--- src/rtl/mul_pkg.sv ---
`default_nettype none
// ============================================================================
// Module      : mul_pkg
// Description : Shared types and helpers for the iterative RV32M multiplier.
//               mul_op_e    - MUL/MULH/MULHSU/MULHU opcode (2 bits)
//               mul_state_e - IDLE/CALC/FIX/DONE sequencer states
//               is_signed_a / is_signed_b - operand signedness per opcode
// Revision    : 1.0 - initial release
// ============================================================================
package mul_pkg;

    typedef enum logic [1:0] {
        OP_MUL    = 2'd0,
        OP_MULH   = 2'd1,
        OP_MULHSU = 2'd2,
        OP_MULHU  = 2'd3
    } mul_op_e;

    typedef enum logic [1:0] {
        ST_IDLE = 2'd0,
        ST_CALC = 2'd1,
        ST_FIX  = 2'd2,
        ST_DONE = 2'd3
    } mul_state_e;

    // rs1 is treated as signed for MULH and MULHSU.
    function automatic logic is_signed_a(input mul_op_e op);
        return (op == OP_MULH) || (op == OP_MULHSU);
    endfunction

    // rs2 is treated as signed for MULH only. MUL needs no sign handling
    // because the low half of the product is the same either way.
    function automatic logic is_signed_b(input mul_op_e op);
        return (op == OP_MULH);
    endfunction

endpackage
`default_nettype wire

--- src/rtl/mul_digit_row.sv ---
`default_nettype none
// ============================================================================
// Module      : mul_digit_row
// Description : Combinational unsigned XLEN x DIGIT array multiplier built
//               from rows of half/full adder cells.
// Ports       : a [XLEN-1:0]        multiplicand (magnitude)
//               d [DIGIT-1:0]       multiplier digit
//               p [XLEN+DIGIT-1:0]  full unsigned product a*d
// Revision    : 1.0 - initial release
// ============================================================================
module mul_digit_row #(
    parameter int XLEN  = 32,
    parameter int DIGIT = 4
) (
    input  logic [XLEN-1:0]       a,
    input  logic [DIGIT-1:0]      d,
    output logic [XLEN+DIGIT-1:0] p
);

    localparam int W = XLEN + DIGIT;

    // Partial product rows, each pre-shifted to its bit weight.
    wire [W-1:0] pp  [DIGIT];
    // Running sum after accumulating rows 0..j.
    wire [W-1:0] sum [DIGIT];

    genvar j, i;

    for (j = 0; j < DIGIT; j++) begin : g_pp
        assign pp[j] = W'(a & {XLEN{d[j]}}) << j;
    end

    assign sum[0] = pp[0];

    // Each row ripples pp[j] into the running sum. The product of an XLEN-bit
    // value and a DIGIT-bit value fits in W bits, so the carry out of the top
    // cell is always zero and is not generated.
    for (j = 1; j < DIGIT; j++) begin : g_row
        wire [W-2:0] cy;
        for (i = 0; i < W; i++) begin : g_bit
            if (i == 0) begin : g_ha
                assign sum[j][i] = sum[j-1][i] ^ pp[j][i];
                assign cy[i]     = sum[j-1][i] & pp[j][i];
            end else if (i < W - 1) begin : g_fa
                assign sum[j][i] = sum[j-1][i] ^ pp[j][i] ^ cy[i-1];
                assign cy[i]     = (sum[j-1][i] & pp[j][i])
                                 | (sum[j-1][i] & cy[i-1])
                                 | (pp[j][i]    & cy[i-1]);
            end else begin : g_top
                assign sum[j][i] = sum[j-1][i] ^ pp[j][i] ^ cy[i-1];
            end
        end
    end

    assign p = sum[DIGIT-1];

endmodule
`default_nettype wire

--- src/rtl/mul_unit_iter.sv ---
`default_nettype none
// ============================================================================
// Module      : mul_unit_iter
// Description : Iterative RV32M multiplier (MUL/MULH/MULHSU/MULHU). Retires
//               DIGIT multiplier bits per cycle; result after N+1 cycles,
//               N = XLEN/DIGIT. Valid/ready handshake on both sides.
// Ports       : clk, rst (async, active high), flush (sync abort)
//               in_valid/in_ready, op[1:0], A[XLEN-1:0] (rs1), B (rs2)
//               out_valid/out_ready, S[XLEN-1:0] (selected result half)
// Revision    : 1.0 - initial release
// ============================================================================
module mul_unit_iter
    import mul_pkg::*;
#(
    parameter int XLEN  = 32,
    parameter int DIGIT = 4
) (
    input  logic            clk,
    input  logic            rst,
    input  logic            flush,
    input  logic            in_valid,
    output logic            in_ready,
    input  logic [1:0]      op,
    input  logic [XLEN-1:0] A,
    input  logic [XLEN-1:0] B,
    output logic            out_valid,
    input  logic            out_ready,
    output logic [XLEN-1:0] S
);

    localparam int N       = XLEN / DIGIT;
    localparam int AW      = 2 * XLEN;
    localparam int CNT_W   = $clog2(N + 1);
    localparam int SH_W    = $clog2(AW);
    localparam int DIG_LOG = $clog2(DIGIT);

    mul_state_e        state_q,     state_d;
    mul_op_e           op_q,        op_d;
    logic [XLEN-1:0]   a_mag_q,     a_mag_d;
    logic [XLEN-1:0]   b_q,         b_d;
    logic              neg_q,       neg_d;
    logic [AW-1:0]     acc_q,       acc_d;
    logic [CNT_W-1:0]  cnt_q,       cnt_d;
    logic [XLEN-1:0]   s_q,         s_d;
    logic              in_ready_q,  in_ready_d;
    logic              out_valid_q, out_valid_d;

    mul_op_e             op_in;
    logic                sign_a;
    logic                sign_b;
    logic [XLEN-1:0]     a_abs;
    logic [XLEN-1:0]     b_abs;
    logic [XLEN+DIGIT-1:0] row_p;
    logic [SH_W-1:0]     shamt;
    logic [AW-1:0]       addend;
    logic [AW-1:0]       fix_val;

    // Operand conditioning: magnitudes plus the sign of the final product.
    // The most negative input maps to 2^(XLEN-1), which is still a valid
    // unsigned XLEN-bit magnitude.
    always_comb begin
        op_in  = mul_op_e'(op);
        sign_a = is_signed_a(op_in) & A[XLEN-1];
        sign_b = is_signed_b(op_in) & B[XLEN-1];
        a_abs  = sign_a ? (~A + 1'b1) : A;
        b_abs  = sign_b ? (~B + 1'b1) : B;
    end

    mul_digit_row #(
        .XLEN  (XLEN),
        .DIGIT (DIGIT)
    ) u_row (
        .a (a_mag_q),
        .d (b_q[DIGIT-1:0]),
        .p (row_p)
    );

    // The partial product is zero-extended to the accumulator width before
    // being weighted by cnt*DIGIT, so no carry can be lost.
    always_comb begin
        shamt   = SH_W'(cnt_q) << DIG_LOG;
        addend  = AW'(row_p) << shamt;
        fix_val = neg_q ? (~acc_q + 1'b1) : acc_q;
    end

    always_comb begin
        state_d = state_q;
        op_d    = op_q;
        a_mag_d = a_mag_q;
        b_d     = b_q;
        neg_d   = neg_q;
        acc_d   = acc_q;
        cnt_d   = cnt_q;
        s_d     = s_q;

        case (state_q)
            ST_IDLE: begin
                if (in_valid) begin
                    op_d    = op_in;
                    a_mag_d = a_abs;
                    b_d     = b_abs;
                    neg_d   = sign_a ^ sign_b;
                    acc_d   = '0;
                    cnt_d   = '0;
                    state_d = ST_CALC;
                end
            end
            ST_CALC: begin
                acc_d = acc_q + addend;
                b_d   = b_q >> DIGIT;
                cnt_d = cnt_q + 1'b1;
                if (cnt_q == CNT_W'(N - 1)) begin
                    state_d = ST_FIX;
                end
            end
            ST_FIX: begin
                acc_d   = fix_val;
                s_d     = (op_q == OP_MUL) ? fix_val[XLEN-1:0] : fix_val[AW-1:XLEN];
                state_d = ST_DONE;
            end
            ST_DONE: begin
                if (out_ready) begin
                    state_d = ST_IDLE;
                end
            end
            default: state_d = ST_IDLE;
        endcase

        // Abort wins over everything else; an aborted operation must not
        // disturb the last delivered result.
        if (flush) begin
            state_d = ST_IDLE;
            s_d     = s_q;
        end

        in_ready_d  = (state_d == ST_IDLE);
        out_valid_d = (state_d == ST_DONE);
    end

    always_ff @(posedge clk or posedge rst) begin
        if (rst) begin
            state_q     <= ST_IDLE;
            op_q        <= OP_MUL;
            a_mag_q     <= '0;
            b_q         <= '0;
            neg_q       <= 1'b0;
            acc_q       <= '0;
            cnt_q       <= '0;
            s_q         <= '0;
            in_ready_q  <= 1'b1;
            out_valid_q <= 1'b0;
        end else begin
            state_q     <= state_d;
            op_q        <= op_d;
            a_mag_q     <= a_mag_d;
            b_q         <= b_d;
            neg_q       <= neg_d;
            acc_q       <= acc_d;
            cnt_q       <= cnt_d;
            s_q         <= s_d;
            in_ready_q  <= in_ready_d;
            out_valid_q <= out_valid_d;
        end
    end

    assign in_ready  = in_ready_q;
    assign out_valid = out_valid_q;
    assign S         = s_q;

endmodule
`default_nettype wire

--- config.mk ---
export PLATFORM = sky130hd
export DESIGN_NAME = mul_unit_iter
export DESIGN_NICKNAME = d
export VERILOG_FILES = /design/src/rtl/mul_pkg.sv /design/src/rtl/mul_digit_row.sv /design/src/rtl/mul_unit_iter.sv
export SDC_FILE = /design/constraint.sdc
export NUM_CORES = 1
export LEC_CHECK = 0
export ABC_CLOCK_PERIOD_IN_PS = 25600
export BUFFER_PORTS_ARGS = -buffer_cell sky130_fd_sc_hd__buf_2
export CORE_MARGIN = 3
export CORE_UTILIZATION = 65
export DETAILED_ROUTE_END_ITERATION = 6
export GPL_TIMING_DRIVEN = 0
export PLACE_DENSITY_LB_ADDON = 0.1
export SLEW_MARGIN = 20
export SYNTH_ARGS = -nofsm -noshare
export SYNTH_HDL_FRONTEND = slang
export SYNTH_SLANG_ARGS = --single-unit
--- constraint.sdc ---
create_clock -name clk -period 25.6 [get_ports clk]
set_input_delay 1.28 -clock clk [delete_from_list [all_inputs] [get_ports clk]]
set_output_delay 1.28 -clock clk [all_outputs]
set_load 0.01 [all_outputs]
==> impl_metrics.yaml <==
pwr:
  leakagePower_nw: 8.68
  ir_drop_mv: 0.0671
  power_w: 0.00202
  cellPowerDensity_nw_per_um2: 101
routing:
  wl_met2_mm: 31.3
  ant_nets: 0
  drc: 5
  vias: 19300
  firstDrtPassIters: 7
  top_layer: "met4"
  wl_met3_mm: 7.02
  finalWirelength_mm: 67.1
  drt_iter0_drc: 2360
  routed_via_density: 6.82
  met1_length_mm: 23.9
  wire_per_inst_um: 23.7
critical_path:
  slowest_delay_ns: 0.50
  crit_fanout: 8
  crit_type: "reg2reg"
  crit_required_ns: 25.90
  cp-end-kind: "register"
  slowest_stage: "fa_1"
  rr_worst_depth: 55
  worstPathArrival_ns: 20.13
  crit_top_cell: "fa_1"
  startpoint_type: "register"
cts:
  clockRootBuffer: "clkbuf_16"
  ctsLongestPathBuffers: 2
  post_cts_buffers: 0
  cts_num_sinks: 171
  cts_inserted_buffers: 17
  tritoncts: "done"
  ctsHtreeMaxLevel: 4
  cts_hold_buffers: 0
  cts_resized: 0
  clock_latency_ns: 0.45
  clkTransAtPathRegs_ns: 0.08
global_routing:
  antenna_found_initial: 0
  grt_pass1_wl_mm: 104
  grt_util_all_layers_pct: 43.7
  grt_max_degree: 97
  gr-total-overflow: 0
  grt_pass1_vias: 18800
worst_hold_path:
  min_path_cells: 2
  hold_class: "reg2reg"
synth:
  syn_area_per_cell_um2: 7.87
  syn_inst: 2326
  syn_nets: 2570
  ys_seq_area_share_pct: 23.4
  synth_cell_types: 77
  synth-simple-area-share_pct: 20.8
  muxShareOfSynthArea_pct: 3.02
  syn_area_um2: 18300
  synthFlopType: "dfrtp_1"
  synth_top_family_by_area: "compound AO/OA/AOI/OAI gates"
  synth-compound-area-share_pct: 24.0
  yosys_warnings: 0
  ys_ff_latch: 171
  synth_xor_area_share_pct: 8.52
  synth_edf_count: 0
  synthArstFlopShare_pct: 100
  synthAdderAreaFrac_pct: 15.6
die:
  start_util_pct: 67.0
  die-area_um2: 30200
  row_count: 60
  chipHeight_um: 174
  fp.dieW_um: 174
  core_um2: 27300
  ioPinCount: 105
final_layout:
  instances_no_fill: 2835
  layout_commonest_cell: "nand2_1"
  insertedDiodeCount: 0
  layout_common_cells: "nand2_1 (348), o21ai_0 (257), a21oi_1 (196)"
  n_fill_cell: 2002
  layout-drive-gt1-share_pct: 7.43
  fin_nets: 2694
  area_delta_synth_final_pct: 9.05
placed_design:
  gp_congestion: 1.14
  place.port_buffers: 104
  place_ws_ns: 6.32
  hpwl_mm: 52.2
  dp.cells: 2803
timing:
  worstMarginPinSlew_ns: 1.20
  tns_ns: 0
  setup_viol: 0
  min_period_over_period_pct: 77.4
  setup_ws_ns: 5.78
  fin_crit_ns: 19.82
  fmax_ghz: 0.0504
  max_slew_margin_pct: 18.9
  grt_setup_unrepaired: "no"
  hold_viol_final: 0
  slew_viol_final: 0
  fin_worst_skew_ns: 0.0212
run:
  cap_viol_max_count: 0
run_status:
  violations: "DRC"
  run_status: "finished with violations"
-- per-layer routing --
metal	track usage, %	vias up
met1	52.8	9016
met5	0	-
met4	25.5	0
li1	-	8437
met2	72.6	1520
met3	8.89	369
-- final timing paths --
check / to / startpoint / slack [ns]
setup / recovery: acc_q[61]$_DFFE_PP0P_ / b_q[0]$_DFFE_PP0P_ / 5.78
hold / removal: S[12]$_DFFE_PP0P_ / S[12]$_DFFE_PP0P_ / 0.47
setup reg to reg: acc_q[61]$_DFFE_PP0P_ / b_q[0]$_DFFE_PP0P_ / 5.78
hold reg to reg: S[12]$_DFFE_PP0P_ / S[12]$_DFFE_PP0P_ / 0.47
max in group asynchronous: acc_q[36]$_DFFE_PP0P_ / rst / 23.89
min in group asynchronous: b_q[29]$_DFFE_PP0P_ / rst / 0.86
-- report_power, final --
group | switching [W] | internal (W) | total (W) | leakage (nW)
Clock | 0.000146 | 0.000144 | 0.000290 | 0.309
Sequential | 0.0000526 | 0.000305 | 0.000358 | 2.27
Combinational | 0.000906 | 0.000465 | 0.00137 | 6.10
-- worst max-delay path: cells and delay by family, from the launching register on --
family / cells / cell delay, ns
AO/OA/AOI/OAI: 11 / 2.68
XOR/XNOR: 1 / 0.35
adder cells (fa/ha/maj): 37 / 15.11
buffers and inverters: 3 / 0.48
flip-flops: 1 / 0.37
AND/OR/NAND/NOR: 3 / 0.68
-- cells in the mapped netlist, types with 18 or more instances --
library cell	n	area (um^2)
nand2_1	348	1310
o21ai_0	257	1290
a21oi_1	196	981
dfrtp_1	170	4250
nor2_1	151	567
clkbuf_1	133	499
xnor2_1	104	911
and2_1	100	626
fa_1	93	1860
ha_1	80	1000
inv_1	79	297
xor2_1	74	648
nor3_1	41	205
mux2i_1	36	360
a22oi_1	35	263
a21o_1	34	255
nand4_1	28	175
nand3_1	26	130
o31ai_1	26	195
or3_1	26	163
o21bai_1	21	158
o22ai_1	18	113
-- final cells by class --
| class | instances | area, um^2 | area share (%) |
|---|---|---|---|
| buffer | 144 | 542 | 2.72 |
| clock buffer | 17 | 425 | 2.13 |
| clock inverter | 15 | 210 | 1.05 |
| inverter | 80 | 308 | 1.54 |
| multi-input combinational | 1931 | 13200 | 66.0 |
| sequential | 171 | 4280 | 21.5 |
| tap | 372 | 465 | 2.33 |
| timing repair buffer | 105 | 548 | 2.75 |
-- flip-flops by register name, summed over array words and instances (netlist names) --
name and count:
in_ready 1, out_valid 1, a_mag_q 32, cnt_q 4, op_q 2, b_q 32, neg_q 1, state_q 2
acc_q 64, S 32
-- kinds of logic (layout without fill, tap and decap cells) --
kind of cell,Yosys count,count (layout)
and+or+nand+nor,806,806
AOI/OAI and AO/OA,723,723
buffers and inverters,224,361
xor gates and xnor gates,178,178
adders and majority gates,173,173
DFF,171,171
muxes,51,51
-- through the flow --
stage / util, % / hold slack [ns] / instance area (um^2)
floorplan: - / 0.450 / 18300
global placement: 70.6 / 0.446 / 19300
detailed placement: 70.7 / 0.451 / 19300
CTS: 73.0 / 0.470 / 20000
global route: 73.0 / 0.517 / 20000
finish: 73.0 / 0.470 / 20000
(Power assumes the default switching activity.)
